<file path="src/rtl/mem_stage_pkg.sv">
// rtl/mem_stage_pkg.sv - shared types and constants for the memory-access stage
//
// Purpose : state encoding, default widths and the alignment helper used by
//           mem_access_stage and mem_req_reg.
// Ports   : none (package).
package mem_stage_pkg;

  localparam int DEFAULT_DATA_W     = 32;
  localparam int DEFAULT_REG_ADDR_W = 4;

  typedef enum logic [1:0] {
    IDLE   = 2'd0,
    ACCESS = 2'd1,
    RESP   = 2'd2
  } memState_t;

  // Word accesses must have the two low address bits clear.
  function automatic logic isMisaligned(input logic [1:0] lowBits);
    return |lowBits;
  endfunction

endpackage

</file>
<file path="src/rtl/mem_req_reg.sv">
// rtl/mem_req_reg.sv - request register capturing one accepted execute-stage op
//
// Purpose : holds address, store data, destination register and the load
//           flag of the operation in flight; loads on accept, clears on reset.
// Ports   : clk, rstN        clock, synchronous active-low reset
//           load             capture the *In fields this cycle
//           addrIn/dataIn    effective address / store data
//           rdIn, isLdIn     destination register / load flag
//           addr, wData, rd, isLd  registered copies
module mem_req_reg
  import mem_stage_pkg::*;
#(
  parameter int DATA_W     = DEFAULT_DATA_W,
  parameter int REG_ADDR_W = DEFAULT_REG_ADDR_W
) (
  input  logic                  clk,
  input  logic                  rstN,
  input  logic                  load,
  input  logic [DATA_W-1:0]     addrIn,
  input  logic [DATA_W-1:0]     dataIn,
  input  logic [REG_ADDR_W-1:0] rdIn,
  input  logic                  isLdIn,
  output logic [DATA_W-1:0]     addr,
  output logic [DATA_W-1:0]     wData,
  output logic [REG_ADDR_W-1:0] rd,
  output logic                  isLd
);

  always_ff @(posedge clk) begin
    if (!rstN) begin
      addr  <= '0;
      wData <= '0;
      rd    <= '0;
      isLd  <= 1'b0;
    end else if (load) begin
      addr  <= addrIn;
      wData <= dataIn;
      rd    <= rdIn;
      isLd  <= isLdIn;
    end
  end

endmodule

</file>
<file path="src/rtl/mem_access_stage.sv">
// rtl/mem_access_stage.sv - TINY memory-access stage with req/ack data-memory port
//
// Purpose : accepts one execute-stage op at a time, performs the data-memory
//           read/write through a request/acknowledge handshake and emits one
//           writeback packet per op.
// Config  : MEM_MISALIGN_CHECK_EN - when defined, ld/st to an address with
//           non-zero low two bits bypass memory and report misalignErr.
// Ports   : clk, rstN                   clock, synchronous active-low reset
//           exValid/exReady             execute-stage handshake
//           aluResult, storeData        address or ALU result / store data
//           isLd, isSt, isRegWritebackIn, rdIn   op flags and destination
//           memReq, memWr, memAddr, memWData      data-memory request
//           memRData, memAck            data-memory response
//           wbValid, wbWrite, wbData, wbRd        writeback packet
//           misalignErr                 misaligned-access pulse
module mem_access_stage
  import mem_stage_pkg::*;
#(
  parameter int DATA_W     = DEFAULT_DATA_W,
  parameter int REG_ADDR_W = DEFAULT_REG_ADDR_W
) (
  input  logic                  clk,
  input  logic                  rstN,
  input  logic                  exValid,
  output logic                  exReady,
  input  logic [DATA_W-1:0]     aluResult,
  input  logic [DATA_W-1:0]     storeData,
  input  logic                  isLd,
  input  logic                  isSt,
  input  logic                  isRegWritebackIn,
  input  logic [REG_ADDR_W-1:0] rdIn,
  output logic                  memReq,
  output logic                  memWr,
  output logic [DATA_W-1:0]     memAddr,
  output logic [DATA_W-1:0]     memWData,
  input  logic [DATA_W-1:0]     memRData,
  input  logic                  memAck,
  output logic                  wbValid,
  output logic                  wbWrite,
  output logic [DATA_W-1:0]     wbData,
  output logic [REG_ADDR_W-1:0] wbRd,
  output logic                  misalignErr
);

  memState_t             state;
  logic                  accept;
  logic                  isMemOp;
  logic                  misaligned;
  logic [REG_ADDR_W-1:0] reqRd;
  logic                  reqIsLd;

  // State-only decode: the one permitted combinational output.
  assign exReady = (state != ACCESS);
  assign accept  = exValid && exReady;
  assign isMemOp = isLd || isSt;

`ifdef MEM_MISALIGN_CHECK_EN
  assign misaligned = isMemOp && isMisaligned(aluResult[1:0]);
`else
  assign misaligned = 1'b0;
`endif

  // Address and store data come straight from the request register; they
  // only change on accept, so they stay stable for the whole ACCESS phase.
  mem_req_reg #(
    .DATA_W     (DATA_W),
    .REG_ADDR_W (REG_ADDR_W)
  ) reqReg (
    .clk    (clk),
    .rstN   (rstN),
    .load   (accept),
    .addrIn (aluResult),
    .dataIn (storeData),
    .rdIn   (rdIn),
    .isLdIn (isLd),
    .addr   (memAddr),
    .wData  (memWData),
    .rd     (reqRd),
    .isLd   (reqIsLd)
  );

  always_ff @(posedge clk) begin
    if (!rstN) begin
      state       <= IDLE;
      memReq      <= 1'b0;
      memWr       <= 1'b0;
      wbValid     <= 1'b0;
      wbWrite     <= 1'b0;
      wbData      <= '0;
      wbRd        <= '0;
      misalignErr <= 1'b0;
    end else begin
      // Writeback qualifiers are pulses; data/rd simply hold.
      wbValid     <= 1'b0;
      wbWrite     <= 1'b0;
      misalignErr <= 1'b0;
      case (state)
        ACCESS: begin
          if (memAck) begin
            state   <= RESP;
            memReq  <= 1'b0;
            memWr   <= 1'b0;
            wbValid <= 1'b1;
            wbRd    <= reqRd;
            // ld+st together is a load, so reqIsLd alone decides.
            wbWrite <= reqIsLd;
            wbData  <= reqIsLd ? memRData : '0;
          end
        end
        default: begin  // IDLE and RESP share the accept rules
          if (!accept) begin
            state <= IDLE;
          end else if (misaligned) begin
            state       <= RESP;
            wbValid     <= 1'b1;
            wbData      <= '0;
            wbRd        <= rdIn;
            misalignErr <= 1'b1;
          end else if (isMemOp) begin
            state  <= ACCESS;
            memReq <= 1'b1;
            memWr  <= isSt && !isLd;
          end else begin
            state   <= RESP;
            wbValid <= 1'b1;
            wbWrite <= isRegWritebackIn;
            wbData  <= aluResult;
            wbRd    <= rdIn;
          end
        end
      endcase
    end
  end

endmodule

</file>
<file path="config.mk">
export PLATFORM = sky130hd
export DESIGN_NAME = mem_access_stage
export DESIGN_NICKNAME = d
export VERILOG_FILES = /design/src/rtl/mem_stage_pkg.sv /design/src/rtl/mem_req_reg.sv /design/src/rtl/mem_access_stage.sv
export SDC_FILE = /design/constraint.sdc
export NUM_CORES = 1
export LEC_CHECK = 0
export ABC_AREA = 1
export BUFFER_PORTS_ARGS = -buffer_cell sky130_fd_sc_hd__clkbuf_2
export CAP_MARGIN = 20
export CORE_MARGIN = 4
export CORE_UTILIZATION = 44
export CTS_BUF_LIST = sky130_fd_sc_hd__clkbuf_4
export CTS_CLUSTER_SIZE = 25
export DETAILED_ROUTE_END_ITERATION = 10
export PLACE_DENSITY_LB_ADDON = 0.25
export SETUP_SLACK_MARGIN = 0.4
export SLEW_MARGIN = 20
export SYNTH_ARGS = -nofsm -noshare
export SYNTH_HDL_FRONTEND = slang
export SYNTH_SLANG_ARGS = --single-unit
</file>
<file path="constraint.sdc">
create_clock -name clk -period 1.23 [get_ports clk]
set_input_delay 0.246 -clock clk [delete_from_list [all_inputs] [get_ports clk]]
set_output_delay 0.246 -clock clk [all_outputs]
set_load 0.05 [all_outputs]
</file>
**After elaboration in Yosys (flattened, before gate mapping)**

Cells that the tools add are included.

- Equal/unequal tests: 4
- Mux-type cells: 28
- Reduce and logical (&&, ||, !) cells: 8

Operator list:

| cell | number |
|---|---|
| $mux 32 | 5 |
| $mux 4 | 4 |
| $mux 1 | 15 |
| $mux 2 | 4 |
| $reduce_and 3->1 | 2 |
| $ne 2x1->1 const B | 2 |
| $reduce_bool 2->1 | 2 |
| $eq 2x1->1 const B | 1 |
| $logic_and 1x1->1 | 2 |
| $ne 2x2->1 const B | 1 |
| $logic_not 1->1 | 1 |
| $logic_or 1x1->1 | 1 |

- Bits in registers: 111
- Input bits: 107
- Output and inout port bits: 106
- Word-level logic and storage cells: 51

**Depth between registers and ports, before layout**

Gate-level depths: netlist of run 1.

- Depth in word-level cells: 5
- Depth in mapped cells: 10
- Gate-level depth less buffers: 7

**Modules after synthesis**

From an unflattened synthesis of run 1, not the netlist that was laid out.

- Cells, all modules: 827
- Area total of the unflattened synthesis: 5,153.7 sq um

Modules (own cells, without submodules):

| module | times used | cells an instance | area an instance (sq um) | seq. area each (sq um) |
|---|---|---|---|---|
| mem_req_reg | 1 | 437 | 2,872.8 | 1,381.3 |
| mem_access_stage | 1 | 390 | 2,280.9 | 840.8 |

**Worst setup path before layout of run 1**

Ideal clock, no wire load.

- Kind: register -> register
- From: register state[1]
- To: register wbData[22]
- Library setup time: 0.113 ns
- Arrival: 1.465 ns
- Required time: 1.117 ns
- Slack: -0.348 ns
- Cell stages (with the launch flop): 8
- Buffers on the path: 2
- Clock period less this slack: 1.578 ns
- Cells stage by stage: dfxtp_1 inv_1 nand2_1 buf_6 clkbuf_1 o21ai_0 nor2_1 nor2_1

- Cells in the longest elaborated chain, start to end: 4
- Elaborated cells between the ends (all ways): 8
- Classes of those cells: 4 x eq/ne; 1 x mux; 3 x reduce/logical

RTL lines:

| what | line | text |
|---|---|---|
| start: declaration | mem_access_stage.sv:45 | `memState_t state;` |
| start signal: assignment | mem_access_stage.sv:84 | `state <= IDLE;` |
| start signal: assignment | mem_access_stage.sv:100 | `state <= RESP;` |
| start signal: assignment | mem_access_stage.sv:112 | `state <= IDLE;` |
| $ne 2x1->1 | mem_access_stage.sv:53 | `assign exReady = (state != ACCESS);` |
| net exReady | mem_access_stage.sv:25 | `output logic exReady,` |
| $logic_and 1x1->1 | mem_access_stage.sv:54 | `assign accept = exValid && exReady;` |
| $reduce_bool 2->1 (no line) | - |  |
| $reduce_and 3->1 (no line) | - |  |
| end signal: assignment | mem_access_stage.sv:107 | `wbData <= reqIsLd ? memRData : '0;` |
| end signal: assignment | mem_access_stage.sv:127 | `wbData <= aluResult;` |
| end: declaration | mem_access_stage.sv:40 | `output logic [DATA_W-1:0] wbData,` |

The timed path passes the listed nets, and every way through them passes these cells.
A chain may end at the register's enable or synchronous reset.

**Worst setup path after layout of run 1**

- From: register state[1]
- To: register wbData[22]

- Cells in the longest elaborated chain, start to end: 4
- Elaborated cells between the ends (all ways): 8
- Classes of those cells: 4 x eq/ne; 1 x mux; 3 x reduce/logical

RTL lines:

| what | line |
|---|---|
| $ne 2x1->1 | mem_access_stage.sv:53 |
| $logic_and 1x1->1 | mem_access_stage.sv:54 |
| $reduce_bool 2->1 (no line) | - |
| $reduce_and 3->1 (no line) | - |

Parallel ways exist; a longest one is shown, timed or not.

==> results of run 1 <==
-- per-stage QoR --
stage	std cells	hold WS [ns]	cell area [um2]
2_1_floorplan	689	0.3886	4811
3_3_place_gp	1011	0.4354	5995
3_5_place_dp	1011	0.4426	5995
4_1_cts	1040	0.003283	7916
5_1_grt	1058	-0.006177	8172
6_report	1058	0.02238	8172
-- per-layer routing --
metal | GRT usage [%] | up-vias | routed length (um)
met5 | 0 | - | 0
met4 | 7.553 | 0 | 472
met3 | 9.479 | 39 | 1372
met2 | 43.24 | 228 | 8826
met1 | 26.76 | 2390 | 6481
li1 | - | 2557 | -
-- critical path, cell delays in order, from the launching register on --
cell and delay (ns):
dfxtp_2 0.36, inv_2 0.07, nand2_4 0.06, buf_4 0.18
nand2_2 0.09, nand3_4 0.11, buf_4 0.17, buf_12 0.13
nand2_1 0.07, nand2_1 0.05, nor2_1 0.12
-- power breakdown --
group	leakage (uW)	internal, uW	switching, uW
logic	0.00298	1760	2100
registers	0.000954	3980	303
clock network	0.0000813	648	1280
total	0.00402	6390	3680
-- flip-flops by register name, summed over array words and instances, names as in the netlist --
| register | flops |
|---|---|
| reqReg.addr | 32 |
| reqReg.wData | 32 |
| wbData | 32 |
| reqReg.rd | 4 |
| wbRd | 4 |
| state | 2 |
| memReq | 1 |
| memWr | 1 |
| reqReg.isLd | 1 |
| wbValid | 1 |
| wbWrite | 1 |
-- layout make-up --
cell class	count	area, um2
flip-flops and latches	111	2355
repair buffers	264	3303
clock inverters	7	78.83
well taps	136	170.2
clock buffers	9	67.56
fillers	669	2106
multi-input cells	484	2016
inverters	47	181.4
-- synth_stat cells --
cell      number
nand3_1        2
buf_2         11
inv_1         46
dfxtp_1      111
conb_1         1
inv_2          1
nor3_1         1
a21oi_1        5
o21ai_0      102
nand2_1      155
buf_6          5
nand3_2        1
nand2_2        2
nor2_1       215
clkbuf_1      24
buf_4          7
-- cells by family after synthesis --
kind of cell           after synthesis  synth area share, %
and+or+nand+nor                    376                30.89
DFF                                111                48.12
AOI/OAI and AO/OA                  107                11.60
buffers and inverters               94                9.320
other                                1              0.08120
-- timing repair --
item                       4_1_cts  5_1_grt
hold buffers                     1        2
setup endpoints to repair      216      216
setup buffers                    5       15
cloned                           7        1
resized for setup              269       80
hold endpoints to repair         1        2
pin swaps                        1        1
-- final timing paths --
kind | start | slack [ns] | depth (start not counted) | endpoint
hold / removal | storeData[22] | 0.02 | 3 | reqReg.wData[22]
setup reg to reg | state[1] | -0.23 | 10 | wbData[22]
hold reg to reg | reqReg.rd[3] | 0.46 | 2 | reqReg.rd[3]
setup / recovery | state[1] | -0.23 | 10 | wbData[22]
==> impl_metrics.env, run 1 <==
export IMPL_synth_area_mm2=0.004618
export IMPL_rsz0062_at_grt="true"
export IMPL_hold_violations=0
export IMPL_row_count=37
export IMPL_first_iter_violations=365
export IMPL_die_h_um=110.5
export IMPL_clock_latency_ns=0.47
export IMPL_netlist_instances=689
export IMPL_ant_nets=0
export IMPL_status="complete, but fails checks"
export IMPL_ys_top_cells_by_area="dfxtp_1 48%, nor2_1 17%, nand2_1 13%"
export IMPL_clockBufferDepth=2
export IMPL_boundaryPins=213
export IMPL_cp_data_required_time_ns=1.63
export IMPL_ys_types=16
export IMPL_setup_ws_ns=-0.2267
export IMPL_dp_hpwl_um=9002
export IMPL_fin_setup_tns_ns=-10.88
export IMPL_drv_slew=0
export IMPL_finalClockSkew_ns=0.02767
export IMPL_io_buffers=211
export IMPL_hp_class="input pin to flip-flop"
export IMPL_fin_crit_sh_pct=118.4
export IMPL_cts_made_buffers=9
export IMPL_antenna_found_initial=0
export IMPL_cts_sinks=111
export IMPL_avgSynthCellArea_um2=6.703
export IMPL_seq_area_frac_synth_pct=48.12
export IMPL_grt_pass1_wl_um=24550
export IMPL_yosys_area_top_type="dfxtp_1"
export IMPL_htree_levels=3
export IMPL_viasPerCell=4.928
export IMPL_gp_congestion=0.8046
export IMPL_finalPower_uw=10070
export IMPL_drive_gt1_share_pct=43.17
export IMPL_endpoint_kind="flip-flop"
export IMPL_worst_setup_path_start_kind="flip-flop"
export IMPL_final_core_util_pct=79.51
export IMPL_die_area_mm2=0.01220
export IMPL_syn2layout_area_growth_pct=76.94
export IMPL_die_x_um=110.5
export IMPL_drcViolationCount=0
export IMPL_wl_um=17150
export IMPL_vdd_drop_max_v=0.0007586
export IMPL_core_area_mm2=0.01028
export IMPL_yosys_warnings=0
export IMPL_grt_max_degree=38
export IMPL_final_common_cell="nor2_1"
export IMPL_cts_tree="built"
export IMPL_clkSlewWorstSetupHoldPaths_ns=0.19
export IMPL_synth_top_area_share_pct=48.12
export IMPL_grt_pass1_vias=4910
export IMPL_final_cell_mix="209 x nor2_1, 153 x nand2_1, 106 x dfxtp_2, 105 x clkbuf_2, 85 x o21ai_0"
export IMPL_crit_type="flip-flop to flip-flop"
export IMPL_setup_viol=170
export IMPL_p_leak_uw=0.004015
export IMPL_p_per_area_mw_per_mm2=1233
export IMPL_routedWlPerCell_um=16.21
export IMPL_period_minus_slack_ns=1.457
export IMPL_diodes=0
export IMPL_violations="setup timing"
export IMPL_vias=5214
export IMPL_drv_cap=0
export IMPL_start_util_pct=44.94
export IMPL_fin_nets=1024
export IMPL_syn_nets=796
export IMPL_ys_seq_elements=111
export IMPL_place_ws_ns=-0.04259
export IMPL_gr_total_overflow=0
export IMPL_cp_max_fo=10
export IMPL_timing_fmax_ghz=0.6865
export IMPL_arrival_ns=1.85
export IMPL_ctsRootBufferMaster="clkbuf_4"
export IMPL_firstDrtPassIters=5
export IMPL_grtUsageTotal_pct=24.39
Note: power is estimated with default switching activity, not from simulation.
==> inputs of run 2 (changes only) <==
- CORE_UTILIZATION: 44 -> 48
- clock period: 1.23 -> 1.43 ns (I/O delays scaled with it)
==> impl_metrics.env, run 2 <==
export IMPL_status="did not finish"
export IMPL_failing_step="global routing"
export IMPL_error="[ERROR DPL-0038] Utilization greater than 100%, impossible to legalize"
export IMPL_avgSynthCellArea_um2=6.703
export IMPL_yosys_area_top_type="dfxtp_1"
export IMPL_ys_top_cells_by_area="dfxtp_1 48%, nor2_1 17%, nand2_1 13%"
export IMPL_synth_compound_area_share_pct=11.60
export IMPL_start_util_pct=49.74
export IMPL_postCtsHoldBufs=0
export IMPL_place_ws_ns=0.08390
export IMPL_cts_sinks=111
export IMPL_synth_top_family_by_area="simple AND/OR/NAND/NOR gates"
export IMPL_synth_simple_gate_area_share_pct=30.89
export IMPL_seq_area_frac_synth_pct=48.12
export IMPL_synthArstFlopShare_pct=0
export IMPL_ys_types=16
export IMPL_synthXorXnorAreaFrac_pct=0
export IMPL_dp_hpwl_um=9085
export IMPL_netlist_instances=689
export IMPL_gp_congestion=0.7688
export IMPL_row_count=35
export IMPL_yosys_warnings=0
export IMPL_synth_commonest_cells="215 x nor2_1, 155 x nand2_1, 111 x dfxtp_1"
export IMPL_ctsRootBufferMaster="clkbuf_4"
export IMPL_die_h_um=106.1
export IMPL_synth_most_common_cell="nor2_1"
export IMPL_synth_top_area_share_pct=48.12
export IMPL_die_x_um=106.1
export IMPL_synth_fa_ha_area_share_pct=0
export IMPL_ys_seq_elements=111
export IMPL_htree_levels=3
export IMPL_synth_edf_count=0
export IMPL_endpoint_type="primary output"
export IMPL_synthMuxAreaShare_pct=0
export IMPL_syn_nets=796
export IMPL_cts_made_buffers=9
export IMPL_synth_area_mm2=0.004618
export IMPL_clockBufferDepth=2
export IMPL_ys_flop_type="dfxtp_1"
export IMPL_io_buffers=211
export IMPL_grt_max_degree=55
export IMPL_worst_endpoint="exReady"
export IMPL_boundaryPins=213
run 2: cell counts after synthesis:
No cell type changed its count.
run 2: cells by family after synthesis:
group                  Yosys count
other                            1
AND/OR/NAND/NOR                376
AO/OA/AOI/OAI                  107
buffers and inverters           94
flip-flops                     111
run 2: what timing repair did:
action,4_1_cts
pin swaps,20
setup buffers,20
gates cloned,10
gates resized for setup,510
setup endpoints to repair,216
run 2: through the flow:
stage / cell area (um2) / instances
4_1_cts: 8399 / 1042
3_3_place_gp: 5772 / 996
3_5_place_dp: 5772 / 996
2_1_floorplan: 4641 / 689
==> inputs of run 3 (changes only) <==
- CORE_UTILIZATION: 48 -> 35
- CTS_BUF_LIST: sky130_fd_sc_hd__clkbuf_4 -> unset
- CTS_CLUSTER_SIZE: 25 -> unset
- PLACE_DENSITY_LB_ADDON: 0.25 -> 0.15
- SETUP_SLACK_MARGIN: 0.4 -> unset
==> impl_metrics.env, run 3 (synthesis gave the netlist of run 1 again) <==
export IMPL_rsz0062_at_grt="true"
export IMPL_cts_sinks=111
export IMPL_timing_fmax_ghz=0.7141
export IMPL_grt_max_degree=60
export IMPL_fin_crit_sh_pct=97.92
export IMPL_ant_nets=0
export IMPL_crit_chain="inv_2, nand2_4, buf_12, clkbuf_16"
export IMPL_hold_violations=0
export IMPL_fill_cells=1348
export IMPL_finalClockSkew_ns=0.006450
export IMPL_cpLargestDelayFamily="buffers and inverters"
export IMPL_cts_made_buffers=9
export IMPL_die_x_um=122.9
export IMPL_cp_data_required_time_ns=1.14
export IMPL_hp_class="input pin to flip-flop"
export IMPL_gp_congestion=0.7644
export IMPL_worst_setup_path_start_kind="flip-flop"
export IMPL_clkSlewWorstSetupHoldPaths_ns=0.07
export IMPL_p_leak_uw=0.003426
export IMPL_viasPerCell=4.466
export IMPL_top_regs="reqReg.addr x32, reqReg.wData x32, wbData x32"
export IMPL_cts_tree="built"
export IMPL_die_h_um=122.9
export IMPL_drcViolationCount=0
export IMPL_grtUsageTotal_pct=17.62
export IMPL_ctsRootBufferMaster="clkbuf_16"
export IMPL_gr_total_overflow=0
export IMPL_clockBufferDepth=2
export IMPL_p_per_area_mw_per_mm2=1361
export IMPL_status="finished, final reports clean"
export IMPL_grt_pass1_vias=4421
export IMPL_clock_latency_ns=0.34
export IMPL_core_area_mm2=0.01277
export IMPL_drive_gt1_share_pct=29.54
export IMPL_vias=4774
export IMPL_path_buf_inv=3
export IMPL_start_util_pct=36.15
export IMPL_crit_type="flip-flop to output port"
export IMPL_grt_pass1_wl_um=21200
export IMPL_boundaryPins=213
export IMPL_io_buffers=211
export IMPL_final_cell_mix="215 x nor2_1, 209 x clkbuf_2, 153 x nand2_1, 109 x dfxtp_1, 102 x o21ai_0"
export IMPL_endpoint_kind="output port"
export IMPL_arrival_ns=1.11
export IMPL_first_iter_violations=255
export IMPL_wl_um=14310
export IMPL_dp_hpwl_um=9105
export IMPL_diodes=0
export IMPL_syn2layout_area_growth_pct=39.91
export IMPL_stdcell_area_mm2=0.006461
export IMPL_fin_nets=999
export IMPL_postCtsHoldBufs=0
export IMPL_die_area_mm2=0.01510
export IMPL_drv_cap=0
export IMPL_setup_viol=0
export IMPL_period_minus_slack_ns=1.400
export IMPL_final_common_cell="nor2_1"
export IMPL_final_core_util_pct=50.58
export IMPL_firstDrtPassIters=4
export IMPL_cp_max_fo=7
export IMPL_max_stage_delay_ns=0.33
export IMPL_drv_slew=0
export IMPL_antenna_found_initial=0
export IMPL_routedWlPerCell_um=13.39
export IMPL_htree_levels=3
export IMPL_r2r_setup_slack_ns=0.05
export IMPL_vdd_drop_max_v=0.0005396
export IMPL_crit_path_top_delay_cell="dfxtp_2"
export IMPL_place_area_mm2=0.005826
export IMPL_row_count=41
## run 3: through the flow
| step | hold slack (ns) | std cells | setup TNS, ns | setup WS, ns | power (uW) |
|---|---|---|---|---|---|
| 6_report | 0.1888 | 1069 | 0 | 0.02972 | 8792 |
| 5_1_grt | 0.1858 | 1069 | -0.1379 | -0.02716 | 9253 |
| 4_1_cts | 0.1788 | 1059 | 0 | 0.01482 | 8781 |
| 3_5_place_dp | 0.4456 | 1040 | 0 | 0.08668 | 5817 |
| 3_3_place_gp | 0.4435 | 1040 | 0 | 0.09170 | 5812 |
| 2_1_floorplan | 0.4246 | 689 | 0 | 0.1588 | 5205 |
## run 3: path summary, 6_finish.rpt
check                    start               to  cells after the start
setup / recovery      state[1]          exReady                      4
setup reg to reg      state[1]       wbData[24]                      8
hold reg to reg   reqReg.rd[3]     reqReg.rd[3]                      2
hold / removal    storeData[4]  reqReg.wData[4]                      3
## run 3: metal layers
layer	share of wire (%)	vias to the layer above	track usage [%]
met3	8.6	13	5.438
met4	1.3	0	6.228
met1	44	2087	21.69
met2	46	156	29.07
met5	0	-	0
li1	-	2518	-
## run 3: cell type report
type	instances	area, um2	area share (%)
Clock buffer	9	225.2	3.486
Clock inverter	7	117.6	1.820
Inverter	47	178.9	2.769
Multi-Input combinational cell	485	2011	31.12
Sequential cell	111	2225	34.43
Tap cell	172	215.2	3.331
Timing Repair Buffer	238	1489	23.04
## run 3: power breakdown
group	switching (uW)	leakage (uW)	total, uW	internal [uW]
registers	136	0.000919	3500	3370
clock network	1170	0.000170	2890	1720
logic	1710	0.00234	2400	694
total	3010	0.00343	8790	5780
## run 3: tightest hold or removal path, delay by kind of cell
| family | cells | cell delay [ns] |
|---|---|---|
| AND/OR/NAND/NOR | 1 | 0.07 |
| buffers and inverters | 1 | 0.07 |
| AO/OA/AOI/OAI | 1 | 0.07 |
## run 3: what timing repair did
item	in CTS	in global routing
pin swaps	1	1
endpoints found under the setup margin	1	19
setup buffers	1	3
cloned	2	7
endpoints found under the hold margin	0	0
resized for setup	7	8
==> inputs of run 4 (changes only) <==
- ABC_AREA: 1 -> 0
- CTS_BUF_LIST: unset -> sky130_fd_sc_hd__clkbuf_4
==> impl_metrics.env, run 4 <==
export IMPL_vias=4677
export IMPL_status="complete, but fails checks"
export IMPL_intPower_uw=4341
export IMPL_clock_latency_ns=0.47
export IMPL_setup_viol=37
export IMPL_io_buffers=211
export IMPL_die_h_um=119.7
export IMPL_synth_area_mm2=0.004370
export IMPL_layout_cells_non_filler=877
export IMPL_cp_max_fo=2
export IMPL_endpoint_kind="output port"
export IMPL_cts_sinks=111
export IMPL_path_buf_inv=3
export IMPL_synth_top_area_share_pct=50.84
export IMPL_ctsRootBufferMaster="clkbuf_4"
export IMPL_crit_chain="nor2b_4, inv_4, buf_8, clkbuf_16"
export IMPL_netlist_instances=504
export IMPL_wl_um=15670
export IMPL_die_area_mm2=0.01434
export IMPL_routedWlPerCell_um=17.87
export IMPL_avgSynthCellArea_um2=8.672
export IMPL_start_util_pct=36.08
export IMPL_finalClockSkew_ns=0.01324
export IMPL_fill_cells=1189
export IMPL_htree_levels=3
export IMPL_first_iter_violations=296
export IMPL_synth_commonest_cells="111 x dfxtp_1, 104 x a21oi_1, 70 x nand3_1"
export IMPL_finalPower_uw=6814
export IMPL_r2r_cells=6
export IMPL_drive_gt1_share_pct=37.94
export IMPL_grtUsageTotal_pct=20.21
export IMPL_top_regs="reqReg.addr x32, reqReg.wData x32, wbData x32"
export IMPL_syn2layout_area_growth_pct=42.23
export IMPL_r2r_start="state[0]"
export IMPL_ys_seq_elements=111
export IMPL_final_core_util_pct=51.32
export IMPL_cts_tree="built"
export IMPL_hold_path_startpoint="storeData[27]"
export IMPL_ys_types=25
export IMPL_fin_nets=811
export IMPL_hp_class="input pin to flip-flop"
export IMPL_max_stage_delay_ns=0.36
export IMPL_fin_crit_sh_pct=112.8
export IMPL_crit_path_top_delay_cell="dfxtp_2"
export IMPL_drv_slew=0
export IMPL_p_leak_uw=0.002689
export IMPL_gp_congestion=0.8488
export IMPL_post_place_cells=849
export IMPL_crit_type="flip-flop to output port"
export IMPL_violations="setup timing"
export IMPL_r2r_setup_slack_ns=-0.09
export IMPL_place_ws_ns=-0.03012
export IMPL_ys_flop_type="dfxtp_1"
export IMPL_boundaryPins=213
export IMPL_grt_pass1_wl_um=23400
export IMPL_syn_nets=611
export IMPL_synth_edf_count=0
export IMPL_final_common_cell="clkbuf_2"
export IMPL_clkSlewWorstSetupHoldPaths_ns=0.17
export IMPL_synthArstFlopShare_pct=0
export IMPL_firstDrtPassIters=5
export IMPL_p_clk_share_pct=20.2
export IMPL_cp_data_required_time_ns=1.14
export IMPL_whs_path_depth=3
export IMPL_antenna_found_initial=0
export IMPL_ys_top_cells_by_area="dfxtp_1 51%, a21oi_1 12%, o221a_1 9.3%"
export IMPL_hold_end="reqReg.wData[27]"
export IMPL_r2r_end="wbData[1]"
export IMPL_period_minus_slack_ns=1.613
export IMPL_row_count=40
export IMPL_power_frac_comb_pct=29.5
export IMPL_diodes=0
export IMPL_clockBufferDepth=2
export IMPL_viasPerCell=5.333
export IMPL_drv_cap=0
export IMPL_gr_total_overflow=0
export IMPL_grt_max_degree=71
export IMPL_vdd_drop_max_v=0.0004811
export IMPL_core_area_mm2=0.01211
export IMPL_worst_setup_path_start_kind="flip-flop"
export IMPL_cpLargestDelayFamily="flip-flops"
export IMPL_arrival_ns=1.33
export IMPL_seq_area_frac_synth_pct=50.84
export IMPL_cts_made_buffers=9
export IMPL_synth_most_common_cell="dfxtp_1"
export IMPL_switching_share_pct=36.29
export IMPL_yosys_warnings=0
export IMPL_final_cell_mix="112 x clkbuf_2, 108 x dfxtp_1, 104 x a21oi_1, 72 x clkbuf_4"
export IMPL_die_x_um=119.7
export IMPL_timing_fmax_ghz=0.6199
export IMPL_rsz0062_at_grt="true"
export IMPL_yosys_area_top_type="dfxtp_1"
export IMPL_p_sw_uw=2473
export IMPL_hold_violations=0
export IMPL_p_per_area_mw_per_mm2=1096
export IMPL_grt_pass1_vias=4573
export IMPL_pwr_share_seq_pct=50.3
export IMPL_dp_hpwl_um=10420
export IMPL_drcViolationCount=0
export IMPL_ant_nets=0
export IMPL_setup_ws_ns=-0.1831
[run 4: cell count changes after synthesis, moves of 33 or more]
cell	delta
inv_1	-45
nor2_1	-213
o21ai_0	-33
o221a_1	+36
nand3_1	+68
a21oi_1	+99
nand2_1	-122
[run 4: logic make-up after synthesis]
group / synth area share [%]
other cells: 0.08580
compound gates: 30.55
buf+inv: 6.441
flops: 50.84
simple gates: 12.08
[run 4: layout make-up]
cell class | instances | area [um2] | share of cell area (%)
flip-flops and latches | 111 | 2226 | 35.81
multi-input cells | 330 | 1893 | 30.45
repair buffers | 249 | 1769 | 28.46
well taps | 168 | 210.2 | 3.382
clock buffers | 10 | 75.07 | 1.208
clock inverters | 6 | 27.53 | 0.4428
inverters | 3 | 15.01 | 0.2415
[run 4: power groups by stage]
stage,sequential (uW),clock [uW],combinational (uW)
after floorplan,4180,0,536
after global placement,3490,0,1790
after detailed placement,3490,0,1810
after CTS,3430,1400,1900
after global routing,3450,1510,2130
final,3430,1380,2010
[run 4: worst max path at each step]
stage	start	to	slack (ns)	depth (start not counted)
final	state[0]	exReady	-0.18	4
after global routing	state[0]	exReady	-0.24	4
after CTS	state[0]	exReady	-0.20	4
after detailed placement	isLd	wbData[28]	-0.03	5
after global placement	isLd	wbData[22]	0.03	5
after floorplan	state[0]	wbData[10]	0.01	7
[run 4: routing by layer]
metal / GRT usage [%] / vias to the layer above / share of wire, %
li1: - / 2235 / -
met5: 0 / - / 0
met1: 24.10 / 2241 / 42
met3: 5.090 / 24 / 7.1
met2: 34.82 / 177 / 49
met4: 8.017 / 0 / 2.0
[run 4: stage by stage]
| stage | setup TNS (ns) | hold slack, ns | area (um2) |
|---|---|---|---|
| floorplan | 0 | 0.4337 | 4370 |
| global placement | 0 | 0.4608 | 5663 |
| detailed placement | -0.08837 | 0.4670 | 5663 |
| CTS | -0.2358 | 0.0003070 | 5984 |
| global route | -4.030 | 0.001426 | 6216 |
| finish | -2.338 | 0.01739 | 6216 |
[run 4: worst min-delay path, cell delays in order]
cell,delay [ns]
clkbuf_2,0.08
nand3_1,0.05
a21oi_1,0.05
[run 4: repair_timing]
action / CTS / global route
hold endpoints to repair: 2 / 0
resized for setup: 61 / 86
endpoints found under the setup margin: 53 / 122
cloned: 0 / 6
pin swaps: 1 / 6
setup buffers: 4 / 2
hold buffers: 2 / 0
